--- src/rtl/compare_collector_pkg.sv ---
// Shared definitions for the comparison result collector and the comparator side:
// FSM states, register map, iMode codes and the result classifier.
package compare_collector_pkg;

  typedef enum logic [1:0] {
    ST_IDLE = 2'd0,
    ST_WAIT = 2'd1,
    ST_DONE = 2'd2
  } state_t;

  localparam logic [1:0] ADDR_CTRL   = 2'd0;
  localparam logic [1:0] ADDR_STATUS = 2'd1;
  localparam logic [1:0] ADDR_CNT_A  = 2'd2;
  localparam logic [1:0] ADDR_CNT_B  = 2'd3;

  localparam logic [2:0] MODE_NONE   = 3'b000;
  localparam logic [2:0] MODE_X_LT_Y = 3'b010;
  localparam logic [2:0] MODE_Y_LT_X = 3'b001;
  localparam logic [2:0] MODE_EQUAL  = 3'b011;

  localparam int CTRL_START  = 0;
  localparam int CTRL_CONT   = 1;
  localparam int CTRL_IRQ_EN = 2;

  localparam int STAT_DONE    = 1;
  localparam int STAT_TIMEOUT = 2;

  typedef struct packed {
    logic x_lt_y;
    logic y_lt_x;
    logic equal;
  } hit_t;

  // Any nonzero code that is not one of the two ordering codes counts as equal.
  function automatic hit_t classify_mode(input logic [2:0] mode);
    hit_t hit;
    hit.x_lt_y = (mode == MODE_X_LT_Y);
    hit.y_lt_x = (mode == MODE_Y_LT_X);
    hit.equal  = (mode != MODE_NONE) && !hit.x_lt_y && !hit.y_lt_x;
    return hit;
  endfunction

endpackage

--- src/rtl/compare_result_collector_sat_counter.sv ---
// Saturating event counter: clear beats increment, and the count sticks at all-ones.
module sat_counter #(
  parameter int CW = 16
) (
  input  logic          clk,
  input  logic          rst_n,
  input  logic          inc,
  input  logic          clr,
  output logic [CW-1:0] count
);

  always_ff @(posedge clk or negedge rst_n) begin
    if (!rst_n) begin
      count <= '0;
    end else if (clr) begin
      count <= '0;
    end else if (inc && (count != {CW{1'b1}})) begin
      count <= count + CW'(1);
    end
  end

endmodule

--- src/rtl/compare_result_collector.sv ---
// Avalon-MM slave that runs comparator passes, records the outcome of each pass
// and keeps saturating per-outcome event counters.
module compare_result_collector
  import compare_collector_pkg::*;
#(
  parameter int TIMEOUT = 128,
  parameter int CW      = 16
) (
  input  logic        iClk,
  input  logic        iReset_n,
  input  logic [2:0]  iMode,
  output logic        oCmpEnable,
  input  logic [1:0]  avs_address,
  input  logic        avs_read,
  input  logic        avs_write,
  input  logic [31:0] avs_writedata,
  output logic [31:0] avs_readdata,
  output logic        oIrq
);

  localparam int WW = (TIMEOUT > 1) ? $clog2(TIMEOUT) : 1;
  localparam logic [WW-1:0] WAIT_LAST = WW'(TIMEOUT - 1);

  state_t        state;
  logic [WW-1:0] wait_cnt;
  logic          cmp_enable;

  logic          ctrl_cont;
  logic          ctrl_irq_en;
  logic          stat_done;
  logic          stat_timeout;
  logic [1:0]    last_mode;
  logic          irq;
  logic [31:0]   readdata;

  logic          wr_ctrl;
  logic          wr_status;
  logic          start_req;
  logic          clr_counters;
  logic          result_hit;
  logic          timeout_hit;
  hit_t          mode_hit;
  logic          busy;

  logic [CW-1:0] cnt_x_lt_y;
  logic [CW-1:0] cnt_y_lt_x;
  logic [CW-1:0] cnt_equal;
  logic [CW-1:0] cnt_timeout;

  logic          unused_writedata;

  assign unused_writedata = ^avs_writedata[31:3];

  always_comb begin
    wr_ctrl      = avs_write && (avs_address == ADDR_CTRL);
    wr_status    = avs_write && (avs_address == ADDR_STATUS);
    clr_counters = avs_write && (avs_address == ADDR_CNT_B);
    start_req    = wr_ctrl && avs_writedata[CTRL_START];
    mode_hit     = classify_mode(iMode);
    result_hit   = (state == ST_WAIT) && (iMode != MODE_NONE);
    timeout_hit  = (state == ST_WAIT) && (iMode == MODE_NONE) && (wait_cnt == WAIT_LAST);
    busy         = (state != ST_IDLE);
  end

  // Pass sequencer; the comparator enable is registered alongside the state so it is high exactly in WAIT.
  always_ff @(posedge iClk or negedge iReset_n) begin
    if (!iReset_n) begin
      state      <= ST_IDLE;
      wait_cnt   <= '0;
      cmp_enable <= 1'b0;
    end else begin
      case (state)
        ST_IDLE: begin
          if (start_req) begin
            state      <= ST_WAIT;
            wait_cnt   <= '0;
            cmp_enable <= 1'b1;
          end
        end
        ST_WAIT: begin
          wait_cnt <= wait_cnt + WW'(1);
          if (result_hit || timeout_hit) begin
            state      <= ST_DONE;
            cmp_enable <= 1'b0;
          end
        end
        ST_DONE: begin
          if (ctrl_cont) begin
            state      <= ST_WAIT;
            wait_cnt   <= '0;
            cmp_enable <= 1'b1;
          end else begin
            state <= ST_IDLE;
          end
        end
        default: begin
          state      <= ST_IDLE;
          cmp_enable <= 1'b0;
        end
      endcase
    end
  end

  // A flag being set in the same cycle as its W1C wins, so software never loses an event.
  always_ff @(posedge iClk or negedge iReset_n) begin
    if (!iReset_n) begin
      ctrl_cont    <= 1'b0;
      ctrl_irq_en  <= 1'b0;
      stat_done    <= 1'b0;
      stat_timeout <= 1'b0;
      last_mode    <= 2'b00;
      irq          <= 1'b0;
    end else begin
      if (wr_ctrl) begin
        ctrl_cont   <= avs_writedata[CTRL_CONT];
        ctrl_irq_en <= avs_writedata[CTRL_IRQ_EN];
      end

      if (result_hit) begin
        stat_done <= 1'b1;
      end else if (wr_status && avs_writedata[STAT_DONE]) begin
        stat_done <= 1'b0;
      end

      if (timeout_hit) begin
        stat_timeout <= 1'b1;
      end else if (wr_status && avs_writedata[STAT_TIMEOUT]) begin
        stat_timeout <= 1'b0;
      end

      if (result_hit) begin
        last_mode <= iMode[1:0];
      end else if (timeout_hit) begin
        last_mode <= 2'b00;
      end

      irq <= ctrl_irq_en && (stat_done || stat_timeout);
    end
  end

  always_ff @(posedge iClk or negedge iReset_n) begin
    if (!iReset_n) begin
      readdata <= '0;
    end else if (avs_read) begin
      case (avs_address)
        ADDR_CTRL:   readdata <= {29'd0, ctrl_irq_en, ctrl_cont, 1'b0};
        ADDR_STATUS: readdata <= {27'd0, last_mode, stat_timeout, stat_done, busy};
        ADDR_CNT_A:  readdata <= {16'(cnt_y_lt_x), 16'(cnt_x_lt_y)};
        ADDR_CNT_B:  readdata <= {16'(cnt_timeout), 16'(cnt_equal)};
        default:     readdata <= '0;
      endcase
    end
  end

  sat_counter #(.CW(CW)) u_cnt_x_lt_y (
    .clk   (iClk),
    .rst_n (iReset_n),
    .inc   (result_hit && mode_hit.x_lt_y),
    .clr   (clr_counters),
    .count (cnt_x_lt_y)
  );

  sat_counter #(.CW(CW)) u_cnt_y_lt_x (
    .clk   (iClk),
    .rst_n (iReset_n),
    .inc   (result_hit && mode_hit.y_lt_x),
    .clr   (clr_counters),
    .count (cnt_y_lt_x)
  );

  sat_counter #(.CW(CW)) u_cnt_equal (
    .clk   (iClk),
    .rst_n (iReset_n),
    .inc   (result_hit && mode_hit.equal),
    .clr   (clr_counters),
    .count (cnt_equal)
  );

  sat_counter #(.CW(CW)) u_cnt_timeout (
    .clk   (iClk),
    .rst_n (iReset_n),
    .inc   (timeout_hit),
    .clr   (clr_counters),
    .count (cnt_timeout)
  );

  assign oCmpEnable   = cmp_enable;
  assign oIrq         = irq;
  assign avs_readdata = readdata;

endmodule

--- config.mk ---
export PLATFORM = sky130hd
export DESIGN_NAME = compare_result_collector
export DESIGN_NICKNAME = d
export VERILOG_FILES = /design/src/rtl/compare_collector_pkg.sv /design/src/rtl/compare_result_collector_sat_counter.sv /design/src/rtl/compare_result_collector.sv
export SDC_FILE = /design/constraint.sdc
export NUM_CORES = 1
export LEC_CHECK = 0
export ABC_AREA = 1
export BUFFER_PORTS_ARGS = -buffer_cell sky130_fd_sc_hd__clkbuf_2
export CAP_MARGIN = 30
export CORE_MARGIN = 1
export CORE_UTILIZATION = 40
export DETAILED_ROUTE_END_ITERATION = 16
export PLACE_DENSITY = 0.54
export SKIP_CTS_REPAIR_TIMING = 1
export SLEW_MARGIN = 20
export SYNTH_ARGS = -nofsm -noshare
export SYNTH_HDL_FRONTEND = slang
export SYNTH_SLANG_ARGS = --single-unit
--- constraint.sdc ---
create_clock -name iClk -period 2.7 [get_ports iClk]
set_input_delay 0.81 -clock iClk [delete_from_list [all_inputs] [get_ports iClk]]
set_output_delay 0.81 -clock iClk [all_outputs]
set_load 0.01 [all_outputs]
==> results of run 1 <==
## synth_stat cells
cell type / number
nor2_2: 8
nand2_1: 312
buf_2: 10
o21bai_1: 10
clkbuf_1: 10
nand3_1: 54
clkinv_1: 2
nand3_2: 2
buf_6: 4
ha_1: 5
o22ai_1: 3
nand2_2: 4
nor2_4: 5
nor2_8: 1
a21oi_1: 3
xor2_1: 21
o2111ai_1: 1
nand4_1: 52
nor2_1: 110
a31oi_1: 27
o21ai_1: 4
nand3b_1: 3
clkbuf_2: 1
o221ai_1: 3
buf_4: 3
inv_2: 2
nor3_1: 2
dfrtp_1: 113
inv_1: 71
a22o_1: 1
or2_2: 4
o21ai_0: 29
## power by group through the flow
stage | Sequential (mW) | Clock (mW) | Combinational, mW
floorplan | 2.14 | 0 | 0.612
global placement | 2.17 | 0 | 0.887
detailed placement | 2.18 | 0 | 0.903
CTS | 2.15 | 2.18 | 0.908
global route | 2.19 | 2.25 | 1.03
finish | 2.15 | 2.13 | 0.891
## worst register-to-register path: cells and delay by family, from the launching register on
family | cells | cell delay [ps]
AND/OR/NAND/NOR | 6 | 1000
adder cells (fa/ha/maj) | 1 | 240
flip-flops | 1 | 400
buffers and inverters | 2 | 280
## registers in the layout, indices dropped and copies added (netlist names)
| name | cells |
|---|---|
| wait_cnt | 7 |
| ctrl_irq_en | 1 |
| avs_readdata | 32 |
| u_cnt_y_lt_x.count | 16 |
| stat_timeout | 1 |
| u_cnt_equal.count | 16 |
| oCmpEnable | 1 |
| oIrq | 1 |
| ctrl_cont | 1 |
| u_cnt_x_lt_y.count | 16 |
| stat_done | 1 |
| last_mode | 2 |
| u_cnt_timeout.count | 16 |
| state | 2 |
## kinds of logic after synthesis
| logic type | after synthesis | share of synthesized area, % |
|---|---|---|
| XOR/XNOR | 21 | 2.87 |
| AND/OR/NAND/NOR | 557 | 37.6 |
| buffers and inverters | 103 | 6.89 |
| flip-flops | 113 | 44.1 |
| adder cells (fa/ha/maj) | 5 | 0.976 |
| AO/OA/AOI/OAI | 81 | 7.59 |
## worst max path at each step
stage | start | end | slack, ps | depth (start not counted)
2_1_floorplan | iMode[2] | u_cnt_timeout.count[12] | 800 | 9
3_3_place_gp | avs_address[1] | avs_readdata[5] | 220 | 5
6_report | avs_address[1] | avs_readdata[23] | 650 | 5
3_5_place_dp | avs_address[1] | avs_readdata[23] | 160 | 5
5_1_grt | avs_address[0] | avs_readdata[31] | 540 | 6
4_1_cts | avs_address[1] | avs_readdata[23] | 610 | 5
## metal layers
metal / vias up / share of wire [%] / GRT usage [%]
met5: - / 0 / 0
met4: 0 / 0.88 / 5.26
met3: 15 / 3.9 / 5.16
met2: 92 / 46 / 32.5
met1: 2804 / 49 / 31.1
li1: 2948 / - / -
## area by class of cell
class                           instances  area (um^2)
Inverter                               75          282
Tap cell                              211          264
Timing Repair Buffer                   53          338
Sequential cell                       113         2830
Clock buffer                           26          539
Clock inverter                          4         22.5
Multi-Input combinational cell        664         3140
Fill cell                            1622         8010
## through the flow
step / util, % / hold slack [ps] / std cells
6_report: 48.1 / 359 / 1146
5_1_grt: 48.1 / 392 / 1146
4_1_cts: 48.1 / 373 / 1146
3_5_place_dp: 44.4 / 475 / 1116
3_3_place_gp: 44.4 / 457 / 1116
2_1_floorplan: - / 453 / 880
==> metrics, run 1 <==
Place WS 160 ps; Final Critical Period 2050 ps; crit path cell chain clkbuf_2 -> nand2_1 -> clkinv_1 -> nand2_1 -> a31oi_1; leading post-synthesis cells by cell area dfrtp_1 (44%), nand2_1 (18%), nor2_1 (6.4%); PwrDens 697 nW/um^2; post-DR vias/cell between 5 and 6; Core ar. approximately 15000 um^2; Gate power share around 17%; Mapped Cells 880; DRC errors left 0; first-pass GRT wire length approximately 28 mm; Setup CP Type input pin to flip-flop; FMAX ~490 MHz; largest net degree at the start of global routing around 60; routed via count between 5000 and 6000; Die W ~130 um; setup tns final 0 ps; Critical Path Max Stage Delay around 750 ps; RSZ-0062 raised after global routing no; Max Transition Viols Final 0; Starting Density roughly two fifths; Syn. warnings 0; Pleak roughly 3.5 nW; Placed Area 6850 um^2; clk sinks between 100 and 150; relative slew slack roughly two fifths; status completed; r2r endpoint u_cnt_x_lt_y.count[13]; post-route ant nets 0; initial antenna violation count 0; Placer Congestion 0.816; DRT Pass-1 Iters 5; DRT iter0 DRCs 387; Clock Pin Slew Worst Setup and Hold Paths 50 ps; Seq pwr share approximately two fifths; Clock power frac approximately two fifths; design area roughly 7400 um^2; Synth Register Bits approximately 110; wire per inst about 14 um; RR Startpoint u_cnt_x_lt_y.count[0]; final WL between 15 and 20 mm; Buffers & Inverters on Critical Path 2; Worst Hold Class input pin to asynchronous set/reset pin; layout cells sized above 1 11.6%; post-synthesis sequential area ratio 44.1%; Worst EP required roughly 3000 ps; fin worst setup slack about 650 ps; post-synth top area cell dfrtp_1; Reg2Reg Depth 9; crit path DAT 2340 ps; area added between synthesis and finish 15.7%; Port Buffers 45; Ports between 70 and 80; detailed placement HPWL 11.5 mm; Die H 129 um; final setup vio count 0; skew final roughly 6.4 ps; Final Cycle Share about three quarters; Hold Fails Final Rpt 0; Max-Cap Viols 0; # H-tree levels 4; Post-Syn Nets about 900; DIE AREA between 15000 and 20000 um^2; commonest non-fill, non-tap cell in the layout nand2_1; NumNets Final 970; Distinct cells, synth 32; Slowest cell on crit path clkinv_1; Switch Pwr roughly 1.6 mW; CP Capture Type flip-flop; cell mode on critical path nand2_1; CTS max path bufs 2; Cell Int Power 3.58 mW; GRT Overall Usage roughly 22%; CTS tree done; worst vdd ir 0.000583 V; worst slew pin tran about 870 ps; combined area of all synthesized cells ~6400 um^2; total gr overflow 0; Antenna Cells 0; total power ~5.2 mW; Root Driver clkbuf_16; worst-path maximum fanout 27; R2R Setup Slk 740 ps; Mean Syn Cell Area 7.29 um^2; commonest cells after routing, fill and taps aside nand2_1 (312), dfrtp_1 (113), nor2_1 (110); TritonCTS buffer count 17; vias in the first global route about 5500; Net Sw Frac approximately 31%; Critical Path Source Type input pin; share of the synthesized area in the top cell type between 40 and 50%; row cnt 45; clk_lat worst skew roughly 410 ps; Crit path max-delay family buffers and inverters
No activity file was read; power rests on OpenSTA's default activity.
==> run 2, diff against run 1 <==
Clock period 2.7 ns to 2 ns, I/O delays scaled along.
==> metrics, run 2 (synthesized netlist as in run 1, its figures left out) <==
crit path DAT between 2000 and 2500 ps; initial antenna violation count 0; detailed placement HPWL 11.5 mm; Port Buffers 45; status completed; first-pass GRT wire length ~28 mm; NumNets Final ~990; fin worst setup slack 240 ps; Final Cycle Share 88.0%; GRT Overall Usage between 20% and 30%; Place WS between 90 and 100 ps; Pleak approximately 3.6 nW; clk_lat worst skew between 400 and 500 ps; Antenna Cells 0; Critical Path Max Stage Delay 420 ps; DRC errors left 0; skew final roughly 7.5 ps; final WL ~16 mm; post-route ant nets 0; Max Transition Viols Final 0; area added between synthesis and finish 18.4%; DIE AREA ~17000 um^2; multi-input logic area 3150 um^2; R2R Setup Slk 240 ps; Buffers & Inverters on Critical Path 1; vias in the first global route ~5600; CTS tree done; total gr overflow 0; worst vdd ir between 0.0007 and 0.0008 V; Die W around 130 um; Slowest cell on crit path dfrtp_1; relative slew slack between 60% and 70%; RSZ-0062 raised after global routing no; crit path cell chain ha_1 -> nand3_2 -> nor2_1 -> nand2_2 -> nor2_4 -> buf_12 -> nand4_1 -> nand2_1; Die H between 100 and 150 um; wire per inst approximately 14 um; routed via count around 6000; Hold Fails Final Rpt 0; Reg2Reg Depth 8; TritonCTS buffer count 17; Clock Pin Slew Worst Setup and Hold Paths about 50 ps; Worst EP required 2350 ps; largest net degree at the start of global routing 65; DRT Pass-1 Iters 5; RR Startpoint wait_cnt[0]; Ports 75; Root Driver clkbuf_16; Placer Congestion 0.818; CTS max path bufs 2; DRT iter0 DRCs approximately 400; Critical Path Source Type flip-flop; worst slew pin tran 456 ps; # H-tree levels 4; final setup vio count 0; clk sinks between 100 and 150; CP Capture Type flip-flop; commonest cells after routing, fill and taps aside nand2_1 (312), dfrtp_1 (113), nor2_1 (110); Worst Hold Class input pin to asynchronous set/reset pin; Core ar. about 15000 um^2; FMAX around 570 MHz; post-DR vias/cell around 5.1; Max-Cap Viols 0; PwrDens roughly 940 nW/um^2; commonest non-fill, non-tap cell in the layout nand2_1; setup tns final 0 ps; max reg flops 32; Storage cell area ~2800 um^2; Setup CP Type flip-flop to flip-flop; layout cells sized above 1 12.7%; Starting Density 41.6%; Final Critical Period roughly 1800 ps; Crit path max-delay family simple AND/OR/NAND/NOR gates; Filler cells about 1500; worst-path maximum fanout 16; r2r endpoint u_cnt_timeout.count[11]; row cnt between 40 and 50
[run 2: changes by cell type in the layout (fill, tap and decap cells not counted), moves of 2 or more]
cell	delta
buf_4	+11
buf_12	+4
clkbuf_8	-4
bufinv_16	+2
clkbuf_1	+2
[run 2: worst max-delay path by stage]
stage / start / end / slack, ps / cells after the start
2_1_floorplan: iMode[2] / u_cnt_timeout.count[12] / 310 / 9
5_1_grt: wait_cnt[0] / u_cnt_timeout.count[6] / 60 / 8
4_1_cts: u_cnt_equal.count[1] / u_cnt_equal.count[6] / 150 / 9
6_report: wait_cnt[0] / u_cnt_timeout.count[11] / 240 / 8
3_3_place_gp: iMode[2] / u_cnt_timeout.count[10] / 140 / 9
3_5_place_dp: iMode[2] / u_cnt_timeout.count[11] / 90 / 9
[run 2: worst reg2reg max path, cell delays in order, from the launching register on]
cell     delay [ps]
dfrtp_1         420
ha_1            270
nand3_2         100
nor2_1          150
nand2_2         170
nor2_4          250
buf_12          170
nand4_1          90
nand2_1          70
[run 2: final cells by class]
class                      count  share of cell area [%]
sequential                   113                    37.2
multi-input combinational    664                    41.4
timing repair buffer          68                    6.59
clock buffer                  24                    6.48
clock inverter                 6                    1.05
inverter                      75                    3.71
tap                          211                    3.48
[run 2: power by group]
| part | switching [mW] | total [mW] | internal, mW |
|---|---|---|---|
| logic | 0.809 | 1.26 | 0.451 |
| registers | 0.295 | 2.89 | 2.60 |
| clock network | 1.03 | 2.97 | 1.94 |
| total | 2.13 | 7.12 | 4.99 |
[run 2: routing by layer]
| layer | global-route usage (%) | wire length [um] | vias up |
|---|---|---|---|
| li1 | - | - | 2992 |
| met1 | 31.4 | 8260 | 2758 |
| met2 | 31.9 | 7210 | 106 |
| met3 | 3.74 | 476 | 18 |
| met4 | 8.03 | 210 | 0 |
| met5 | 0 | 0 | - |
[run 2: stage by stage]
step                instance area (um^2)  instances  hold WS [ps]  util (%)  power (mW)
floorplan                           6410        880           304         -        3.72
global placement                    7020       1131           457      45.5        4.16
detailed placement                  7020       1131           462      45.5        4.20
CTS                                 7590       1161           139      49.2        7.19
global route                        7590       1161           170      49.2        7.53
finish                              7590       1161           136      49.2        7.12
